==> src/rtl/mem_lsu_pkg.sv <==
// Shared definitions for the load/store unit: FSM state encoding, RISC-V
// funct3 width codes and the request legality check.
package mem_lsu_pkg;

    localparam logic [1:0] S_IDLE = 2'd0;
    localparam logic [1:0] S_RD   = 2'd1;
    localparam logic [1:0] S_WR   = 2'd2;
    localparam logic [1:0] S_RESP = 2'd3;

    localparam logic [2:0] F3_B  = 3'b000;
    localparam logic [2:0] F3_H  = 3'b001;
    localparam logic [2:0] F3_W  = 3'b010;
    localparam logic [2:0] F3_BU = 3'b100;
    localparam logic [2:0] F3_HU = 3'b101;

    // Unsigned widths exist only for loads; halfwords and words must be naturally aligned.
    function automatic logic is_illegal(input logic we, input logic [2:0] funct3,
                                        input logic [1:0] byte_off);
        logic bad;
        case (funct3)
            F3_B:    bad = 1'b0;
            F3_H:    bad = byte_off[0];
            F3_W:    bad = (byte_off != 2'b00);
            F3_BU:   bad = we;
            F3_HU:   bad = we | byte_off[0];
            default: bad = 1'b1;
        endcase
        return bad;
    endfunction

endpackage

==> src/rtl/mem_lsu_lane.sv <==
// Byte-lane datapath: extracts and extends load data from a RAM word and
// merges sub-word store data into the previously read word.
module mem_lsu_lane
    import mem_lsu_pkg::*;
(
    input  logic [2:0]  funct3,
    input  logic [1:0]  byte_off,
    input  logic [31:0] word,
    input  logic [31:0] wdata,
    output logic [31:0] load_data,
    output logic [31:0] merged
);

    logic [7:0]  byte_sel;
    logic [15:0] half_sel;

    always_comb begin
        case (byte_off)
            2'd0:    byte_sel = word[7:0];
            2'd1:    byte_sel = word[15:8];
            2'd2:    byte_sel = word[23:16];
            default: byte_sel = word[31:24];
        endcase
        half_sel = byte_off[1] ? word[31:16] : word[15:0];

        case (funct3)
            F3_B:    load_data = {{24{byte_sel[7]}}, byte_sel};
            F3_BU:   load_data = {24'd0, byte_sel};
            F3_H:    load_data = {{16{half_sel[15]}}, half_sel};
            F3_HU:   load_data = {16'd0, half_sel};
            F3_W:    load_data = word;
            default: load_data = 32'd0;
        endcase
    end

    // Sub-word stores keep the untouched lanes of the word read in RD.
    always_comb begin
        merged = word;
        case (funct3)
            F3_B: merged[{byte_off, 3'b000} +: 8] = wdata[7:0];
            F3_H: begin
                if (byte_off[1])
                    merged[31:16] = wdata[15:0];
                else
                    merged[15:0] = wdata[15:0];
            end
            default: merged = wdata;
        endcase
    end

endmodule

==> src/rtl/mem_lsu.sv <==
// Non-pipelined load/store unit between a CPU valid/ready port and a
// single-port word RAM with combinational read and falling-edge write.
module mem_lsu
    import mem_lsu_pkg::*;
#(
    parameter int DEPTH = 1024,
    parameter int AW    = $clog2(DEPTH)
) (
    input  logic          clock,
    input  logic          reset,
    input  logic          req_valid,
    output logic          req_ready,
    input  logic          req_we,
    input  logic [2:0]    req_funct3,
    input  logic [31:0]   req_addr,
    input  logic [31:0]   req_wdata,
    output logic          resp_valid,
    input  logic          resp_ready,
    output logic [31:0]   resp_rdata,
    output logic          resp_err,
    output logic          ram_write_ena,
    output logic [AW-1:0] ram_addr,
    output logic [31:0]   ram_data_i,
    input  logic [31:0]   ram_data_o
);

    logic [1:0]    state;
    logic          r_we;
    logic [2:0]    r_funct3;
    logic [AW+1:0] r_addr;
    logic [31:0]   r_wdata;
    logic [31:0]   r_word;
    logic          r_err;
    logic          req_illegal;
    logic [31:0]   load_data;
    logic [31:0]   merged;

    // Bits above the RAM range are dropped so addresses wrap modulo the RAM size.
    logic unused_addr_bits;
    assign unused_addr_bits = ^req_addr[31:AW+2];

    assign req_illegal = is_illegal(req_we, req_funct3, req_addr[1:0]);

    always_ff @(posedge clock) begin
        if (reset) begin
            state    <= S_IDLE;
            r_we     <= 1'b0;
            r_funct3 <= 3'd0;
            r_addr   <= '0;
            r_wdata  <= 32'd0;
            r_word   <= 32'd0;
            r_err    <= 1'b0;
        end else begin
            case (state)
                S_IDLE: begin
                    if (req_valid) begin
                        r_we     <= req_we;
                        r_funct3 <= req_funct3;
                        r_addr   <= req_addr[AW+1:0];
                        r_wdata  <= req_wdata;
                        r_word   <= 32'd0;
                        r_err    <= req_illegal;
                        if (req_illegal)
                            state <= S_RESP;
                        else if (req_we && req_funct3 == F3_W)
                            state <= S_WR;
                        else
                            state <= S_RD;
                    end
                end
                S_RD: begin
                    r_word <= ram_data_o;
                    state  <= r_we ? S_WR : S_RESP;
                end
                S_WR:    state <= S_RESP;
                S_RESP:  if (resp_ready) state <= S_IDLE;
                default: state <= S_IDLE;
            endcase
        end
    end

    mem_lsu_lane u_lane (
        .funct3    (r_funct3),
        .byte_off  (r_addr[1:0]),
        .word      (r_word),
        .wdata     (r_wdata),
        .load_data (load_data),
        .merged    (merged)
    );

    assign req_ready     = (state == S_IDLE);
    assign resp_valid    = (state == S_RESP);
    assign resp_err      = resp_valid && r_err;
    assign resp_rdata    = (resp_valid && !r_we && !r_err) ? load_data : 32'd0;
    // Gating with reset keeps the falling-edge RAM write from firing in a reset cycle.
    assign ram_write_ena = (state == S_WR) && !reset;
    assign ram_addr      = r_addr[AW+1:2];
    assign ram_data_i    = merged;

endmodule

==> config.mk <==
export PLATFORM = sky130hd
export DESIGN_NAME = mem_lsu
export DESIGN_NICKNAME = d
export VERILOG_FILES = /design/src/rtl/mem_lsu_pkg.sv /design/src/rtl/mem_lsu_lane.sv /design/src/rtl/mem_lsu.sv
export SDC_FILE = /design/constraint.sdc
export NUM_CORES = 1
export LEC_CHECK = 0
export ABC_CLOCK_PERIOD_IN_PS = 2800
export BUFFER_PORTS_ARGS = -buffer_cell sky130_fd_sc_hd__buf_2
export CAP_MARGIN = 20
export CORE_ASPECT_RATIO = 1.75
export CORE_MARGIN = 2
export CORE_UTILIZATION = 45
export CTS_BUF_LIST = sky130_fd_sc_hd__clkbuf_2
export DETAILED_ROUTE_END_ITERATION = 8
export PLACE_DENSITY = 0.83
export SLEW_MARGIN = 30
export SYNTH_ARGS = -nofsm -noshare
export SYNTH_HDL_FRONTEND = slang
export SYNTH_SLANG_ARGS = --single-unit
==> constraint.sdc <==
create_clock -name clock -period 2.8 [get_ports clock]
set_clock_uncertainty 0.05 [all_clocks]
set_input_delay 0.14 -clock clock [delete_from_list [all_inputs] [get_ports clock]]
set_output_delay 0.14 -clock clock [all_outputs]
set_load 0.02 [all_outputs]
# Word-level counts from Yosys, hierarchy flattened
# Cells that the tools add are included.
# word_totals
ff_bits	83
output_inout_bits	78
# op_classes
add_sub_neg	1
n_eq_ne	15
shifts	2
muxes	17
bitwise_logic	1
reduce_logical	17
# op_table
cell	count
$pmux 32 s5	1
$pmux 32 s2	2
$mux 32	2
$mux 16	3
$bwmux 32	1
$shift 8x7->32 const A	1
$shiftx 8x7->32	1
$pmux 8 s3	1
$eq 3x3->1 const B	4
$mux 2	4
$pmux 2 s4	1
$neg 5->7	1
$eq 2x2->1 const B	3
$eq 3x1->1 const B	2
$eq 3x2->1 const B	2
$logic_not 3->1	2
$reduce_and 2->1	3
$logic_and 1x1->1	5
$pmux 1 s5	1
$eq 2x1->1 const B	2
$logic_not 2->1	2
$reduce_bool 2->1	2
$logic_not 1->1	3
$ne 2x1->1 const B	1
other kinds (3)	3

# Depth between registers and ports, before layout
# Gate-level depths: netlist of the first run.
# depth
ltp_word	6
depth_mapped	11
depth_no_buf	6

# By module
# From an unflattened synthesis of the first run, not the netlist that was laid out.
# unflattened
hier_cells	683
hier_area_um2	5401.4
# modules_own_cells
module	instances	cells_per_inst	area_per_inst_um2	seq_area_each_um2
mem_lsu	1	396	3330.7	1661.6
mem_lsu_lane	1	287	2070.7	0.0

# Worst setup path before layout of the first run
# OpenSTA, ideal clock, no wires.
# synth_timing
kind	flip-flop to output port
from	register r_addr[1]
to	output ram_data_i[10]
t_arrival_ns	2.536
required_time_ns	2.610
slack_ns	0.074
path_stages_with_launch	9
n_path_buf	3
path_cell_list	dfxtp_1 > buf_2 > buf_2 > inv_1 > ha_1 > clkbuf_1 > nor3_1 > a22oi_1 > o21ai_0
# synth_via
elab_chain_len	4
word_cells_on_any_way	6
cone_classes	add/sub (1); shift (2); mux (3)
# synth_rtl
element	line	source
start: declaration	mem_lsu.sv:30	logic [AW+1:0] r_addr;
start signal: assignment	mem_lsu.sv:59	r_addr <= req_addr[AW+1:0];
$neg 5->7	mem_lsu_lane.sv:40	F3_B: merged[{byte_off, 3'b000} +: 8] = wdata[7:0];
$shiftx 8x7->32 / $shift 8x7->32 (equally long branches)	mem_lsu_lane.sv:40	
$bwmux 32	mem_lsu_lane.sv:40	
$pmux 32 s2 *	mem_lsu_lane.sv:39	case (funct3)
end: declaration	mem_lsu.sv:23	output logic [31:0] ram_data_i,
# Mark *: on every way between the ends. The rest lies on a longest branch, timed or not.

# Worst setup path after layout of the first run
# layout_timing
from	register r_addr[0]
to	output resp_rdata[30]
# layout_via
elab_chain_len	4
word_cells_on_any_way	6
cone_classes	eq/ne (2); mux (3); reduce/logical (1)
# layout_rtl
element	line	source
$eq 2x2->1, or another cell as far along	mem_lsu_lane.sv:18	case (byte_off)
$pmux 8 s3 *	mem_lsu_lane.sv:18	
$pmux 32 s5 *	mem_lsu_lane.sv:26	case (funct3)
$mux 32 *	mem_lsu.sv:94	assign resp_rdata = (resp_valid && !r_we && !r_err) ? load_data : 32'd0;
end: declaration	mem_lsu.sv:19	output logic [31:0] resp_rdata,
# Marked as above.

==> flow_results.xml, run 1 <==
<?xml version="1.0" encoding="UTF-8"?>
<metrics>
  <group name="timing">
    <metric name="max_slew_margin" unit="%">35.5</metric>
    <metric name="timing.final.hold_violations" unit="">0</metric>
    <metric name="timing.final.ws_setup" unit="ps">107</metric>
    <metric name="min_period_over_period" unit="%">96.2</metric>
    <metric name="max_clock_freq" unit="GHz">0.371</metric>
    <metric name="tightestPinTransition" unit="ps">968</metric>
    <metric name="finalMaxSlewViolations" unit="">0</metric>
    <metric name="unrepaired_setup_endpoints_after_global_routing" unit="">yes</metric>
    <metric name="final_period_minus_worst_setup_slack" unit="ps">2690</metric>
    <metric name="setup_violations" unit="">0</metric>
  </group>
  <group name="final_layout">
    <metric name="combined_flip_flop_and_latch_cell_area" unit="sq mm">0.00167</metric>
    <metric name="layout-area-overhead-vs-synth" unit="%">42.3</metric>
    <metric name="count_of_fill_cells_added_during_filler_insertion" unit="">869</metric>
    <metric name="final_core_utilization" unit="%">64.8</metric>
    <metric name="multi_input_area" unit="sq mm">0.00274</metric>
    <metric name="fin_nets" unit="">963</metric>
    <metric name="final_layout_size_suffix_gt1_share" unit="%">27.3</metric>
  </group>
  <group name="synthesis">
    <metric name="yosys.area.top_type_share" unit="%">35.9</metric>
    <metric name="cell_accounting_for_the_most_synthesized_area" unit="">sky130_fd_sc_hd__dfxtp_1</metric>
    <metric name="synthTopCellsByArea" unit="">sky130_fd_sc_hd__dfxtp_1, sky130_fd_sc_hd__nand2_1, sky130_fd_sc_hd__a21oi_1, sky130_fd_sc_hd__a22oi_1, sky130_fd_sc_hd__nor2_1</metric>
    <metric name="syn-instance-count" unit="">629</metric>
    <metric name="synthesis.area" unit="sq mm">0.00463</metric>
    <metric name="synthesis.nets" unit="">742</metric>
    <metric name="ys_seq_elements" unit="">83</metric>
    <metric name="synth.yosys.seq_area_share" unit="%">35.9</metric>
    <metric name="warnings_from_yosys" unit="">0</metric>
    <metric name="synth_area_per_cell" unit="sq um">7.37</metric>
    <metric name="synth_cell_type_count" unit="">38</metric>
  </group>
  <group name="floorplan">
    <metric name="initial_core_util" unit="%">45.5</metric>
    <metric name="die_y" unit="um">138</metric>
    <metric name="boundaryPins" unit="">182</metric>
    <metric name="placementRows" unit="">49</metric>
    <metric name="dieWidth" unit="um">80.7</metric>
    <metric name="die_area" unit="sq mm">0.0112</metric>
    <metric name="floorplan.core_area" unit="sq mm">0.0102</metric>
  </group>
  <group name="critical_path">
    <metric name="r2r_end" unit="">state[1]$_SDFFE_PP0P_</metric>
    <metric name="timing.critical_path.depth" unit="">7</metric>
    <metric name="number_of_cell_instances_on_the_worst_register_to_register_path" unit="">7</metric>
    <metric name="critical_path_class" unit="">register to primary output</metric>
    <metric name="regToRegSetupSlack" unit="ps">390</metric>
    <metric name="crit_required" unit="ps">2610</metric>
    <metric name="critPathBufInv" unit="">2</metric>
    <metric name="critical_path.startpoint_type" unit="">register</metric>
    <metric name="rr_startpoint" unit="">state[0]$_SDFFE_PP0P_</metric>
    <metric name="worst_setup_path_startpoint" unit="">r_addr[0]$_SDFFE_PP0P_</metric>
    <metric name="path_cells" unit="">inv_2 -&gt; ha_2 -&gt; a222oi_1 -&gt; a211o_2 -&gt; o31a_4 -&gt; a21oi_1 -&gt; buf_4</metric>
    <metric name="cp_slowest_cell" unit="">sky130_fd_sc_hd__dfxtp_4</metric>
    <metric name="critical_path.max_fanout" unit="">8</metric>
    <metric name="critical-path-top-delay-family" unit="">compound AO/OA/AOI/OAI gates</metric>
    <metric name="worst_path_largest_cell_delay" unit="ps">440</metric>
    <metric name="crit_arrival" unit="ps">2500</metric>
    <metric name="end_kind" unit="">primary output</metric>
  </group>
  <group name="routing">
    <metric name="remaining_drc_errors" unit="">0</metric>
    <metric name="detailroute.via_count" unit="">5821</metric>
    <metric name="wire_per_inst" unit="um">18.8</metric>
    <metric name="drt_iter0_markers" unit="">672</metric>
    <metric name="viasPerCell" unit="">5.92</metric>
    <metric name="wirelength" unit="um">18500</metric>
    <metric name="ant_nets" unit="">0</metric>
    <metric name="firstDrtPassIters" unit="">8</metric>
  </group>
  <group name="grt">
    <metric name="grt_max_degree" unit="">49</metric>
    <metric name="grt_pass1_wl" unit="um">27900</metric>
    <metric name="groute.usage.overall" unit="%">32.5</metric>
    <metric name="first_global_vias" unit="">5521</metric>
    <metric name="global_route.overflow_total" unit="">0</metric>
    <metric name="antenna_found_initial" unit="">1</metric>
  </group>
  <group name="pwr">
    <metric name="p_leak" unit="nW">2.75</metric>
    <metric name="power_density" unit="mW/mm^2">722</metric>
    <metric name="maximum_vdd_drop" unit="mV">0.623</metric>
  </group>
  <group name="cts">
    <metric name="numCtsBuffers" unit="">9</metric>
    <metric name="worstSkewPairLatency" unit="ps">570</metric>
    <metric name="max_clock_buf_depth" unit="">2</metric>
    <metric name="cts.htree.levels" unit="">3</metric>
    <metric name="cts_tree" unit="">yes</metric>
    <metric name="cts.clk_slew.worst_paths" unit="ps">240</metric>
    <metric name="clock_sinks" unit="">83</metric>
    <metric name="clk_root_buffer_cell" unit="">sky130_fd_sc_hd__clkbuf_2</metric>
  </group>
  <group name="status">
    <metric name="outcome" unit="">complete, no violations</metric>
  </group>
  <group name="placed_design">
    <metric name="gp_congestion" unit="">0.988</metric>
    <metric name="placement.setup.worst_slack" unit="ps">307</metric>
    <metric name="portBuffers" unit="">161</metric>
    <metric name="dp_hpwl" unit="um">11600</metric>
  </group>
  <group name="hold_path">
    <metric name="whs_path_depth" unit="">2</metric>
    <metric name="worst_hold_path_type" unit="">input port to register</metric>
    <metric name="hold_path.startpoint" unit="">reset</metric>
    <metric name="hold_end" unit="">r_word[15]$_SDFFE_PP0P_</metric>
  </group>
  <group name="flow_run">
    <metric name="maxCapViolCount" unit="">0</metric>
  </group>
</metrics>
[routing by layer]
layer / share of wire (%) / vias to the layer above / wire (um) / GRT usage, %
li1: - / 2650 / - / -
met1: 35 / 2698 / 6460 / 35.1
met4: 8.2 / 0 / 1520 / 24.5
met5: 0 / - / 0 / 0
met2: 49 / 370 / 9090 / 54.1
met3: 7.7 / 103 / 1430 / 6.72
[flip-flops by register name, indices dropped and copies added (netlist names)]
register,flops
r_we,1
r_word,32
r_addr,12
r_funct3,3
r_err,1
state,2
r_wdata,32
[stage by stage]
stage          cells  area (sq um)  hold WS (ps)  power, mW  setup TNS (ps)
2_1_floorplan    629          4630           226       3.11               0
3_5_place_dp     874          5460           337       3.77               0
5_1_grt          983          6600           128       5.00           -35.9
3_3_place_gp     874          5460           330       3.73               0
6_report         983          6600           156       4.76               0
4_1_cts          979          6510          98.5       4.63               0
[how the worst max path moves through the flow]
| stage | slack [ps] | endpoint |
|---|---|---|
| global placement | 380 | resp_rdata[30] |
| floorplan | 70 | ram_data_i[10] |
| CTS | 20 | resp_rdata[17] |
| detailed placement | 310 | resp_rdata[17] |
| global route | -20 | resp_rdata[30] |
| finish | 110 | resp_rdata[30] |
[cells by family after synthesis]
| logic type | synth area share (%) |
|---|---|
| muxes | 3.46 |
| buffers and inverters | 6.86 |
| AOI/OAI and AO/OA | 28.8 |
| adders and majority gates | 2.43 |
| and+or+nand+nor | 22.6 |
| DFF | 35.9 |
[cell usage after synthesis]
cell / number
sky130_fd_sc_hd__or2_1: 1
sky130_fd_sc_hd__inv_1: 7
sky130_fd_sc_hd__o31a_4: 1
sky130_fd_sc_hd__o21ai_0: 9
sky130_fd_sc_hd__a211oi_2: 1
sky130_fd_sc_hd__and3_1: 1
sky130_fd_sc_hd__nor3_1: 3
sky130_fd_sc_hd__and2_1: 4
sky130_fd_sc_hd__a222oi_1: 8
sky130_fd_sc_hd__a221oi_1: 16
sky130_fd_sc_hd__nor4_1: 1
sky130_fd_sc_hd__buf_6: 2
sky130_fd_sc_hd__a31o_2: 2
sky130_fd_sc_hd__dfxtp_1: 83
sky130_fd_sc_hd__nand3b_1: 1
sky130_fd_sc_hd__nor4_2: 1
sky130_fd_sc_hd__mux2i_1: 16
sky130_fd_sc_hd__a21oi_1: 92
sky130_fd_sc_hd__buf_2: 8
sky130_fd_sc_hd__clkbuf_1: 35
sky130_fd_sc_hd__buf_1: 5
sky130_fd_sc_hd__a21oi_2: 10
sky130_fd_sc_hd__a211o_1: 1
sky130_fd_sc_hd__nor3b_1: 2
sky130_fd_sc_hd__or3_1: 1
sky130_fd_sc_hd__a22o_1: 8
sky130_fd_sc_hd__nor2_1: 70
sky130_fd_sc_hd__a22oi_1: 48
sky130_fd_sc_hd__nand3_1: 10
sky130_fd_sc_hd__ha_1: 9
sky130_fd_sc_hd__clkinv_1: 1
sky130_fd_sc_hd__nor2_2: 1
sky130_fd_sc_hd__a211oi_1: 1
sky130_fd_sc_hd__buf_4: 10
sky130_fd_sc_hd__nand2b_1: 6
sky130_fd_sc_hd__nand2_1: 141
sky130_fd_sc_hd__a2111oi_0: 3
sky130_fd_sc_hd__nor2b_1: 10
[cell usage in the layout (no fill, tap or decap), drive strengths merged, types with 9 or more instances in the layout]
cell | netlist | final
nand2 | 141 | 141
nor2b | 10 | 10
dfxtp | 83 | 83
clkbuf | 35 | 9
mux2i | 16 | 16
a221oi | 16 | 16
a21oi | 102 | 102
a22oi | 48 | 48
nand3 | 10 | 10
nor2 | 71 | 71
buf | 25 | 182
o21ai | 9 | 9
dlygate4sd3 | 0 | 87
ha | 9 | 9
[report_power, final]
part | internal (mW) | switching [mW] | total (mW)
Combinational | 0.843 | 1.44 | 2.28
Sequential | 1.41 | 0.336 | 1.74
Clock | 0.294 | 0.449 | 0.742
Total | 2.54 | 2.22 | 4.76
[cell type report]
cell class	count	area share, %
flip-flops and latches	83	25.3
clock inverters	7	1.38
clock buffers	9	0.683
multi-input cells	479	41.5
diodes	1	0.0379
repair buffers	269	28.2
inverters	8	0.474
well taps	127	2.41
[timing repair]
item / in CTS / in global routing
hold buffers: 87 / 0
hold endpoints to repair: 83 / 0
cloned: 1 / 0
buffers inserted: 1 / 3
gates resized for setup: 8 / 18
pin swaps: 2 / 2
setup endpoints to repair: 46 / 59
(Power assumes the default switching activity.)
==> run 2, diff against run 1 <==
--- a/config.mk
+++ b/config.mk
@@ -7,3 +7,3 @@
 export LEC_CHECK = 0
-export ABC_CLOCK_PERIOD_IN_PS = 2800
+export ABC_CLOCK_PERIOD_IN_PS = 3000
 export BUFFER_PORTS_ARGS = -buffer_cell sky130_fd_sc_hd__buf_2
@@ -12,6 +12,6 @@
 export CORE_MARGIN = 2
-export CORE_UTILIZATION = 45
+export CORE_UTILIZATION = 51
 export CTS_BUF_LIST = sky130_fd_sc_hd__clkbuf_2
 export DETAILED_ROUTE_END_ITERATION = 8
-export PLACE_DENSITY = 0.83
+export PLACE_DENSITY = 0.91
 export SLEW_MARGIN = 30
==> constraint.sdc (replaced) <==
create_clock -name clock -period 3 [get_ports clock]
set_clock_uncertainty 0.05 [all_clocks]
set_input_delay 0.15 -clock clock [delete_from_list [all_inputs] [get_ports clock]]
set_output_delay 0.15 -clock clock [all_outputs]
set_load 0.01 [all_outputs]
==> flow_results.xml, run 2 (synthesized netlist as in run 1, its figures left out) <==
<?xml version="1.0" encoding="UTF-8"?>
<metrics>
  <group name="status">
    <metric name="outcome" unit="">complete, no violations</metric>
  </group>
  <group name="timing">
    <metric name="timing.final.hold_violations" unit="">0</metric>
    <metric name="final_period_minus_worst_setup_slack" unit="ps">2870</metric>
    <metric name="unrepaired_setup_endpoints_after_global_routing" unit="">yes</metric>
    <metric name="tightestPinTransition" unit="ps">882</metric>
    <metric name="hold_slack" unit="ps">66.7</metric>
    <metric name="max_slew_margin" unit="%">41.2</metric>
    <metric name="finalMaxSlewViolations" unit="">0</metric>
    <metric name="setup_violations" unit="">0</metric>
    <metric name="min_period_over_period" unit="%">95.5</metric>
    <metric name="max_clock_freq" unit="GHz">0.349</metric>
  </group>
  <group name="final_layout">
    <metric name="layout.cells.most_common" unit="">sky130_fd_sc_hd__buf_2</metric>
    <metric name="reg.largest.list" unit="">r_wdata: 32 flops, r_word: 32 flops, r_addr: 12 flops</metric>
    <metric name="mostFrequentLayoutCells" unit="">sky130_fd_sc_hd__buf_2, sky130_fd_sc_hd__nand2_1, sky130_fd_sc_hd__a21oi_1, sky130_fd_sc_hd__dlygate4sd3_1, sky130_fd_sc_hd__dfxtp_1</metric>
    <metric name="layout-area-overhead-vs-synth" unit="%">38.1</metric>
    <metric name="count_of_fill_cells_added_during_filler_insertion" unit="">695</metric>
    <metric name="final_layout_size_suffix_gt1_share" unit="%">25.3</metric>
    <metric name="fin_nets" unit="">951</metric>
    <metric name="antenna_cells_inserted" unit="">0</metric>
  </group>
  <group name="floorplan">
    <metric name="placementRows" unit="">46</metric>
    <metric name="boundaryPins" unit="">182</metric>
    <metric name="dieWidth" unit="um">76.1</metric>
    <metric name="die_area" unit="sq mm">0.00990</metric>
    <metric name="die_y" unit="um">130</metric>
    <metric name="initial_core_util" unit="%">51.6</metric>
    <metric name="floorplan.core_area" unit="sq mm">0.00898</metric>
  </group>
  <group name="hold_path">
    <metric name="worst_hold_path_type" unit="">input port to register</metric>
  </group>
  <group name="grt">
    <metric name="antenna_found_initial" unit="">0</metric>
    <metric name="grt_pass1_wl" unit="um">28800</metric>
    <metric name="first_global_vias" unit="">5577</metric>
    <metric name="grt_max_degree" unit="">49</metric>
    <metric name="global_route.overflow_total" unit="">0</metric>
    <metric name="groute.usage.overall" unit="%">37.4</metric>
  </group>
  <group name="critical_path">
    <metric name="critical_path.startpoint_type" unit="">register</metric>
    <metric name="crit_required" unit="ps">2800</metric>
    <metric name="critical_path_class" unit="">register to primary output</metric>
    <metric name="path_cells" unit="">inv_1 -&gt; ha_1 -&gt; buf_4 -&gt; a222oi_1 -&gt; a211o_2 -&gt; o31a_4 -&gt; a21oi_1 -&gt; buf_2</metric>
    <metric name="end_kind" unit="">primary output</metric>
    <metric name="cp_slowest_cell" unit="">sky130_fd_sc_hd__dfxtp_4</metric>
    <metric name="worst_path_largest_cell_delay" unit="ps">440</metric>
    <metric name="rr_startpoint" unit="">state[1]$_SDFFE_PP0P_</metric>
    <metric name="cp-endpoint" unit="">resp_rdata[30]</metric>
    <metric name="r2r_end" unit="">r_addr[7]$_SDFFE_PP0P_</metric>
    <metric name="worst_setup_path_startpoint" unit="">r_addr[1]$_SDFFE_PP0P_</metric>
    <metric name="critical-path-top-delay-family" unit="">compound AO/OA/AOI/OAI gates</metric>
    <metric name="crit_arrival" unit="ps">2670</metric>
    <metric name="number_of_cell_instances_on_the_worst_register_to_register_path" unit="">6</metric>
    <metric name="regToRegSetupSlack" unit="ps">580</metric>
    <metric name="critical_path.max_fanout" unit="">16</metric>
    <metric name="critPathBufInv" unit="">3</metric>
    <metric name="timing.critical_path.depth" unit="">8</metric>
  </group>
  <group name="routing">
    <metric name="remaining_drc_errors" unit="">0</metric>
    <metric name="firstDrtPassIters" unit="">8</metric>
    <metric name="drt_iter0_markers" unit="">795</metric>
    <metric name="detailroute.via_count" unit="">5806</metric>
    <metric name="ant_nets" unit="">0</metric>
    <metric name="wire_per_inst" unit="um">19.7</metric>
    <metric name="wirelength" unit="um">18900</metric>
    <metric name="viasPerCell" unit="">6.04</metric>
  </group>
  <group name="cts">
    <metric name="max_clock_buf_depth" unit="">2</metric>
    <metric name="cts_tree" unit="">yes</metric>
    <metric name="clock_sinks" unit="">83</metric>
    <metric name="cts.clk_slew.worst_paths" unit="ps">230</metric>
    <metric name="worstSkewPairLatency" unit="ps">560</metric>
    <metric name="clk_root_buffer_cell" unit="">sky130_fd_sc_hd__clkbuf_2</metric>
    <metric name="numCtsBuffers" unit="">9</metric>
    <metric name="cts.htree.levels" unit="">3</metric>
  </group>
  <group name="placed_design">
    <metric name="gp_congestion" unit="">0.965</metric>
    <metric name="portBuffers" unit="">161</metric>
    <metric name="dp_hpwl" unit="um">11900</metric>
  </group>
  <group name="pwr">
    <metric name="maximum_vdd_drop" unit="mV">1.02</metric>
    <metric name="power_density" unit="mW/mm^2">665</metric>
    <metric name="total_power" unit="mW">4.26</metric>
    <metric name="p_leak" unit="nW">2.68</metric>
  </group>
  <group name="flow_run">
    <metric name="maxCapViolCount" unit="">0</metric>
  </group>
</metrics>
run 2: worst register-to-register path, delay by kind of cell (launching register included):
kind                     cells  cell delay [ps]
buffers and inverters        2              670
AO/OA/AOI/OAI                1              140
AND/OR/NAND/NOR              2              860
adder cells (fa/ha/maj)      1              280
flip-flops                   1              390
run 2: how the worst min path moves through the flow:
| stage | from | endpoint | slack [ps] | cells after the start |
|---|---|---|---|---|
| finish | req_valid | state[0]$_SDFFE_PP0P_ | 70 | 4 |
| floorplan | req_addr[10] | r_addr[10]$_SDFFE_PP0P_ | 240 | 2 |
| CTS | req_valid | state[0]$_SDFFE_PP0P_ | 30 | 4 |
| global placement | req_addr[10] | r_addr[10]$_SDFFE_PP0P_ | 340 | 3 |
| global route | req_valid | state[0]$_SDFFE_PP0P_ | 80 | 4 |
| detailed placement | req_wdata[27] | r_wdata[27]$_SDFFE_PP0P_ | 350 | 3 |
run 2: timing repair:
item	4_1_cts	5_1_grt
setup buffers	0	0
gates resized for setup	1	9
hold buffers	82	0
hold endpoints to repair	82	0
setup endpoints to repair	16	36
run 2: through the flow:
stage | cells | setup WS, ps | instance area (sq um) | setup TNS (ps) | util (%)
final | 962 | 135 | 6400 | 0 | 71.3
after global routing | 962 | -1.07 | 6400 | -1.07 | 71.3
after CTS | 962 | 16.2 | 6370 | 0 | 71.0
after detailed placement | 865 | 595 | 5420 | 0 | 60.4
after global placement | 865 | 595 | 5420 | 0 | 60.4
after floorplan | 629 | 468 | 4630 | 0 | -
run 2: metal layers:
layer	wire length, um	share of wire [%]	vias to the layer above	global-route usage [%]
li1	-	-	2619	-
met1	6280	33	2607	38.2
met2	9330	49	450	64.9
met3	1780	9.4	130	9.89
met4	1530	8.1	0	30.3
met5	0	0	-	0
run 2: power by group:
| part | switching (mW) | total [mW] | internal, mW |
|---|---|---|---|
| logic | 1.22 | 1.96 | 0.734 |
| clock network | 0.401 | 0.675 | 0.273 |
| registers | 0.312 | 1.63 | 1.31 |
| total | 1.94 | 4.26 | 2.32 |
run 2: cell type report:
cell class / count / area [sq um] / share of cell area, %
timing repair buffer: 258 / 1740 / 27.2
inverter: 8 / 30.0 / 0.469
clock inverter: 5 / 78.8 / 1.23
sequential: 83 / 1670 / 26.1
tap: 120 / 150 / 2.35
multi-input combinational: 478 / 2680 / 41.9
clock buffer: 10 / 50.0 / 0.782
==> run 3, diff against run 2 <==
--- a/config.mk
+++ b/config.mk
@@ -7,2 +7,3 @@
 export LEC_CHECK = 0
+export ABC_AREA = 1
 export ABC_CLOCK_PERIOD_IN_PS = 3000
@@ -12,6 +13,6 @@
 export CORE_MARGIN = 2
-export CORE_UTILIZATION = 51
-export CTS_BUF_LIST = sky130_fd_sc_hd__clkbuf_2
+export CORE_UTILIZATION = 53
+export CTS_BUF_LIST = sky130_fd_sc_hd__clkbuf_8
 export DETAILED_ROUTE_END_ITERATION = 8
-export PLACE_DENSITY = 0.91
+export PLACE_DENSITY = 0.92
 export SLEW_MARGIN = 30
--- a/constraint.sdc
+++ b/constraint.sdc
@@ -4,2 +4,2 @@
 set_output_delay 0.15 -clock clock [all_outputs]
-set_load 0.01 [all_outputs]
+set_load 0.005 [all_outputs]
==> flow_results.xml, run 3 <==
<?xml version="1.0" encoding="UTF-8"?>
<metrics>
  <group name="synthesis">
    <metric name="synth-edff-count" unit="">0</metric>
    <metric name="synth_top_family_by_area" unit="">simple AND/OR/NAND/NOR gates</metric>
    <metric name="post_synth_and_or_nand_nor_area_fraction" unit="%">28.7</metric>
    <metric name="synth_cell_type_count" unit="">34</metric>
    <metric name="yosys.cell_count.top_type" unit="">sky130_fd_sc_hd__a21oi_1</metric>
    <metric name="warnings_from_yosys" unit="">0</metric>
    <metric name="synth_compound_gate_area_share" unit="%">26.0</metric>
    <metric name="ys_seq_elements" unit="">83</metric>
    <metric name="synth_mux_area_share" unit="%">0</metric>
    <metric name="synth_xor_xnor_area_share" unit="%">0</metric>
    <metric name="yosys.area.top_type_share" unit="%">31.2</metric>
    <metric name="cell_accounting_for_the_most_synthesized_area" unit="">sky130_fd_sc_hd__dfxtp_1</metric>
    <metric name="synthesis.area" unit="sq mm">0.00532</metric>
    <metric name="synth-adder-area-share" unit="%">2.12</metric>
    <metric name="syn-instance-count" unit="">818</metric>
    <metric name="synthTopCellsByArea" unit="">sky130_fd_sc_hd__dfxtp_1, sky130_fd_sc_hd__a21oi_1, sky130_fd_sc_hd__nand3_1, sky130_fd_sc_hd__o21ai_0, sky130_fd_sc_hd__nand2_1</metric>
    <metric name="synthesis.nets" unit="">931</metric>
    <metric name="async_reset_ff_share" unit="%">0</metric>
    <metric name="netlist_top_cells_count" unit="">sky130_fd_sc_hd__a21oi_1, sky130_fd_sc_hd__nand3_1, sky130_fd_sc_hd__nand2_1</metric>
    <metric name="synth_area_per_cell" unit="sq um">6.50</metric>
    <metric name="synth.yosys.seq_area_share" unit="%">31.2</metric>
    <metric name="dominantRegCellSynth" unit="">sky130_fd_sc_hd__dfxtp_1</metric>
  </group>
  <group name="critical_path">
    <metric name="regToRegSetupSlack" unit="ps">1100</metric>
    <metric name="critical_path.max_fanout" unit="">14</metric>
    <metric name="rr_startpoint" unit="">state[0]$_SDFFE_PP0P_</metric>
    <metric name="r2r_end" unit="">state[0]$_SDFFE_PP0P_</metric>
    <metric name="critical_path.startpoint_type" unit="">register</metric>
    <metric name="critical_path_class" unit="">register to primary output</metric>
    <metric name="crit_required" unit="ps">2800</metric>
    <metric name="crit_arrival" unit="ps">2500</metric>
    <metric name="number_of_cell_instances_on_the_worst_register_to_register_path" unit="">8</metric>
    <metric name="end_kind" unit="">primary output</metric>
  </group>
  <group name="pwr">
    <metric name="power.share.sequential" unit="%">33.4</metric>
    <metric name="p_leak" unit="nW">2.89</metric>
    <metric name="power.switching_fraction" unit="%">48.6</metric>
    <metric name="combinationalPowerShare" unit="%">51.8</metric>
    <metric name="total_power" unit="mW">5.14</metric>
    <metric name="maximum_vdd_drop" unit="mV">1.04</metric>
    <metric name="switching_power" unit="mW">2.50</metric>
    <metric name="power_density" unit="mW/mm^2">800</metric>
    <metric name="power.clock.fraction" unit="%">14.8</metric>
    <metric name="cellInternalPower" unit="mW">2.65</metric>
  </group>
  <group name="timing">
    <metric name="max_clock_freq" unit="GHz">0.371</metric>
    <metric name="final_period_minus_worst_setup_slack" unit="ps">2700</metric>
    <metric name="max_slew_margin" unit="%">47.9</metric>
    <metric name="setup_violations" unit="">0</metric>
    <metric name="setup-tns-final" unit="ps">0</metric>
    <metric name="unrepaired_setup_endpoints_after_global_routing" unit="">no</metric>
    <metric name="timing.final.ws_setup" unit="ps">301</metric>
    <metric name="tightestPinTransition" unit="ps">781</metric>
    <metric name="min_period_over_period" unit="%">90.0</metric>
    <metric name="finalMaxSlewViolations" unit="">0</metric>
    <metric name="hold_slack" unit="ps">-3.85</metric>
    <metric name="timing.final.hold_violations" unit="">4</metric>
  </group>
  <group name="final_layout">
    <metric name="mostFrequentLayoutCells" unit="">sky130_fd_sc_hd__buf_2, sky130_fd_sc_hd__a21oi_1, sky130_fd_sc_hd__nand3_1, sky130_fd_sc_hd__nand2_1, sky130_fd_sc_hd__o21ai_0</metric>
    <metric name="layout.cells.most_common" unit="">sky130_fd_sc_hd__buf_2</metric>
    <metric name="reg.largest.list" unit="">r_wdata: 32 flops, r_word: 32 flops, r_addr: 12 flops</metric>
    <metric name="antenna_cells_inserted" unit="">0</metric>
    <metric name="multi_input_area" unit="sq mm">0.00302</metric>
    <metric name="count_of_fill_cells_added_during_filler_insertion" unit="">929</metric>
    <metric name="final_layout_size_suffix_gt1_share" unit="%">22.3</metric>
    <metric name="layout-area-overhead-vs-synth" unit="%">20.8</metric>
    <metric name="combined_flip_flop_and_latch_cell_area" unit="sq mm">0.00166</metric>
    <metric name="fin_nets" unit="">1070</metric>
    <metric name="final_core_utilization" unit="%">65.6</metric>
  </group>
  <group name="cts">
    <metric name="cts.clk_slew.worst_paths" unit="ps">80</metric>
    <metric name="max_clock_buf_depth" unit="">2</metric>
    <metric name="clock_sinks" unit="">83</metric>
    <metric name="cts_tree" unit="">yes</metric>
    <metric name="numCtsBuffers" unit="">9</metric>
    <metric name="cts-hold-fix-buffers" unit="">24</metric>
    <metric name="clk_root_buffer_cell" unit="">sky130_fd_sc_hd__clkbuf_8</metric>
    <metric name="number_of_buffers_added_for_setup_after_cts" unit="">0</metric>
    <metric name="ctsResizeCount" unit="">0</metric>
    <metric name="worstSkewPairLatency" unit="ps">370</metric>
    <metric name="cts.htree.levels" unit="">3</metric>
  </group>
  <group name="placed_design">
    <metric name="gp_congestion" unit="">0.992</metric>
    <metric name="portBuffers" unit="">161</metric>
    <metric name="dp_hpwl" unit="um">13900</metric>
    <metric name="placement.setup.worst_slack" unit="ps">724</metric>
  </group>
  <group name="grt">
    <metric name="grt_pass1_wl" unit="um">29600</metric>
    <metric name="first_global_vias" unit="">5930</metric>
    <metric name="antenna_found_initial" unit="">0</metric>
    <metric name="groute.usage.overall" unit="%">35.2</metric>
    <metric name="grt_max_degree" unit="">94</metric>
    <metric name="global_route.overflow_total" unit="">0</metric>
  </group>
  <group name="routing">
    <metric name="ant_nets" unit="">0</metric>
    <metric name="wire_per_inst" unit="um">17.5</metric>
    <metric name="viasPerCell" unit="">5.77</metric>
    <metric name="wirelength" unit="um">19000</metric>
    <metric name="detailroute.via_count" unit="">6258</metric>
    <metric name="drt_iter0_markers" unit="">582</metric>
    <metric name="firstDrtPassIters" unit="">5</metric>
    <metric name="remaining_drc_errors" unit="">0</metric>
  </group>
  <group name="hold_path">
    <metric name="hold_end" unit="">r_word[11]$_SDFFE_PP0P_</metric>
    <metric name="worst_hold_path_type" unit="">input port to register</metric>
    <metric name="whs_path_depth" unit="">3</metric>
    <metric name="hold_path.startpoint" unit="">ram_data_o[11]</metric>
  </group>
  <group name="floorplan">
    <metric name="placementRows" unit="">48</metric>
    <metric name="die_area" unit="sq mm">0.0109</metric>
    <metric name="floorplan.core_area" unit="sq mm">0.00979</metric>
    <metric name="die_y" unit="um">137</metric>
    <metric name="dieWidth" unit="um">79.7</metric>
    <metric name="initial_core_util" unit="%">54.3</metric>
    <metric name="boundaryPins" unit="">182</metric>
  </group>
  <group name="flow_run">
    <metric name="maxCapViolCount" unit="">0</metric>
  </group>
  <group name="status">
    <metric name="outcome" unit="">complete, but fails checks</metric>
    <metric name="failed_checks" unit="">hold timing</metric>
  </group>
</metrics>
-- run 3: changes by cell type after synthesis, moves of 25 or more --
cell	delta
sky130_fd_sc_hd__inv_1	+52
sky130_fd_sc_hd__o21ai_0	+77
sky130_fd_sc_hd__a21oi_1	+25
sky130_fd_sc_hd__a22oi_1	-48
sky130_fd_sc_hd__o211ai_1	+32
sky130_fd_sc_hd__nand2_1	-30
sky130_fd_sc_hd__nand3_1	+103
-- run 3: how the worst max path moves through the flow --
stage,slack [ps],cells after the start,from,end
2_1_floorplan,820,8,r_addr[1]$_SDFFE_PP0P_,ram_data_i[2]
5_1_grt,80,10,r_addr[0]$_SDFFE_PP0P_,ram_data_i[22]
3_5_place_dp,720,7,r_addr[1]$_SDFFE_PP0P_,resp_rdata[12]
4_1_cts,320,7,r_addr[1]$_SDFFE_PP0P_,resp_rdata[12]
3_3_place_gp,740,7,r_addr[1]$_SDFFE_PP0P_,resp_rdata[12]
6_report,300,10,r_addr[0]$_SDFFE_PP0P_,ram_data_i[22]
-- run 3: cell families after synthesis --
family / count (synthesis)
and+or+nand+nor: 336
buffers and inverters: 138
DFF: 83
adders and majority gates: 9
AOI/OAI and AO/OA: 252
-- run 3: power groups by stage --
stage / Clock (mW) / Combinational, mW / Sequential [mW]
global placement: 0 / 2.54 / 1.72
floorplan: 0 / 1.89 / 1.61
finish: 0.761 / 2.66 / 1.72
CTS: 0.758 / 2.62 / 1.70
global route: 0.797 / 2.94 / 1.74
detailed placement: 0 / 2.59 / 1.73
-- run 3: per-stage QoR --
step                instances  instance area, sq um
global route             1084                  6430
CTS                      1084                  6430
floorplan                 818                  5320
detailed placement       1047                  6020
finish                   1084                  6430
global placement         1047                  6020
-- run 3: critical path, stage by stage, from the launching register on --
cell,delay (ps)
sky130_fd_sc_hd__dfxtp_1,320
sky130_fd_sc_hd__inv_1,150
sky130_fd_sc_hd__ha_1,530
sky130_fd_sc_hd__inv_1,110
sky130_fd_sc_hd__nand2_1,350
sky130_fd_sc_hd__inv_1,130
sky130_fd_sc_hd__nand3_1,100
sky130_fd_sc_hd__nand2_1,50
sky130_fd_sc_hd__o211ai_1,90
sky130_fd_sc_hd__nand3_1,130
sky130_fd_sc_hd__buf_2,150
-- run 3: area by class of cell --
| class | count | area share (%) |
|---|---|---|
| multi-input combinational | 597 | 47.0 |
| inverter | 69 | 4.15 |
| timing repair buffer | 197 | 17.9 |
| tap | 125 | 2.43 |
| clock inverter | 4 | 0.720 |
| sequential | 83 | 25.9 |
| clock buffer | 9 | 1.93 |
-- run 3: metal layers --
layer  routed length, um  vias up  track usage [%]
li1                    -     3036                -
met1                6870     2847             37.5
met2                9780      294             63.8
met3                1070       81             5.80
met4                1270        0             21.0
met5                   0        -                0
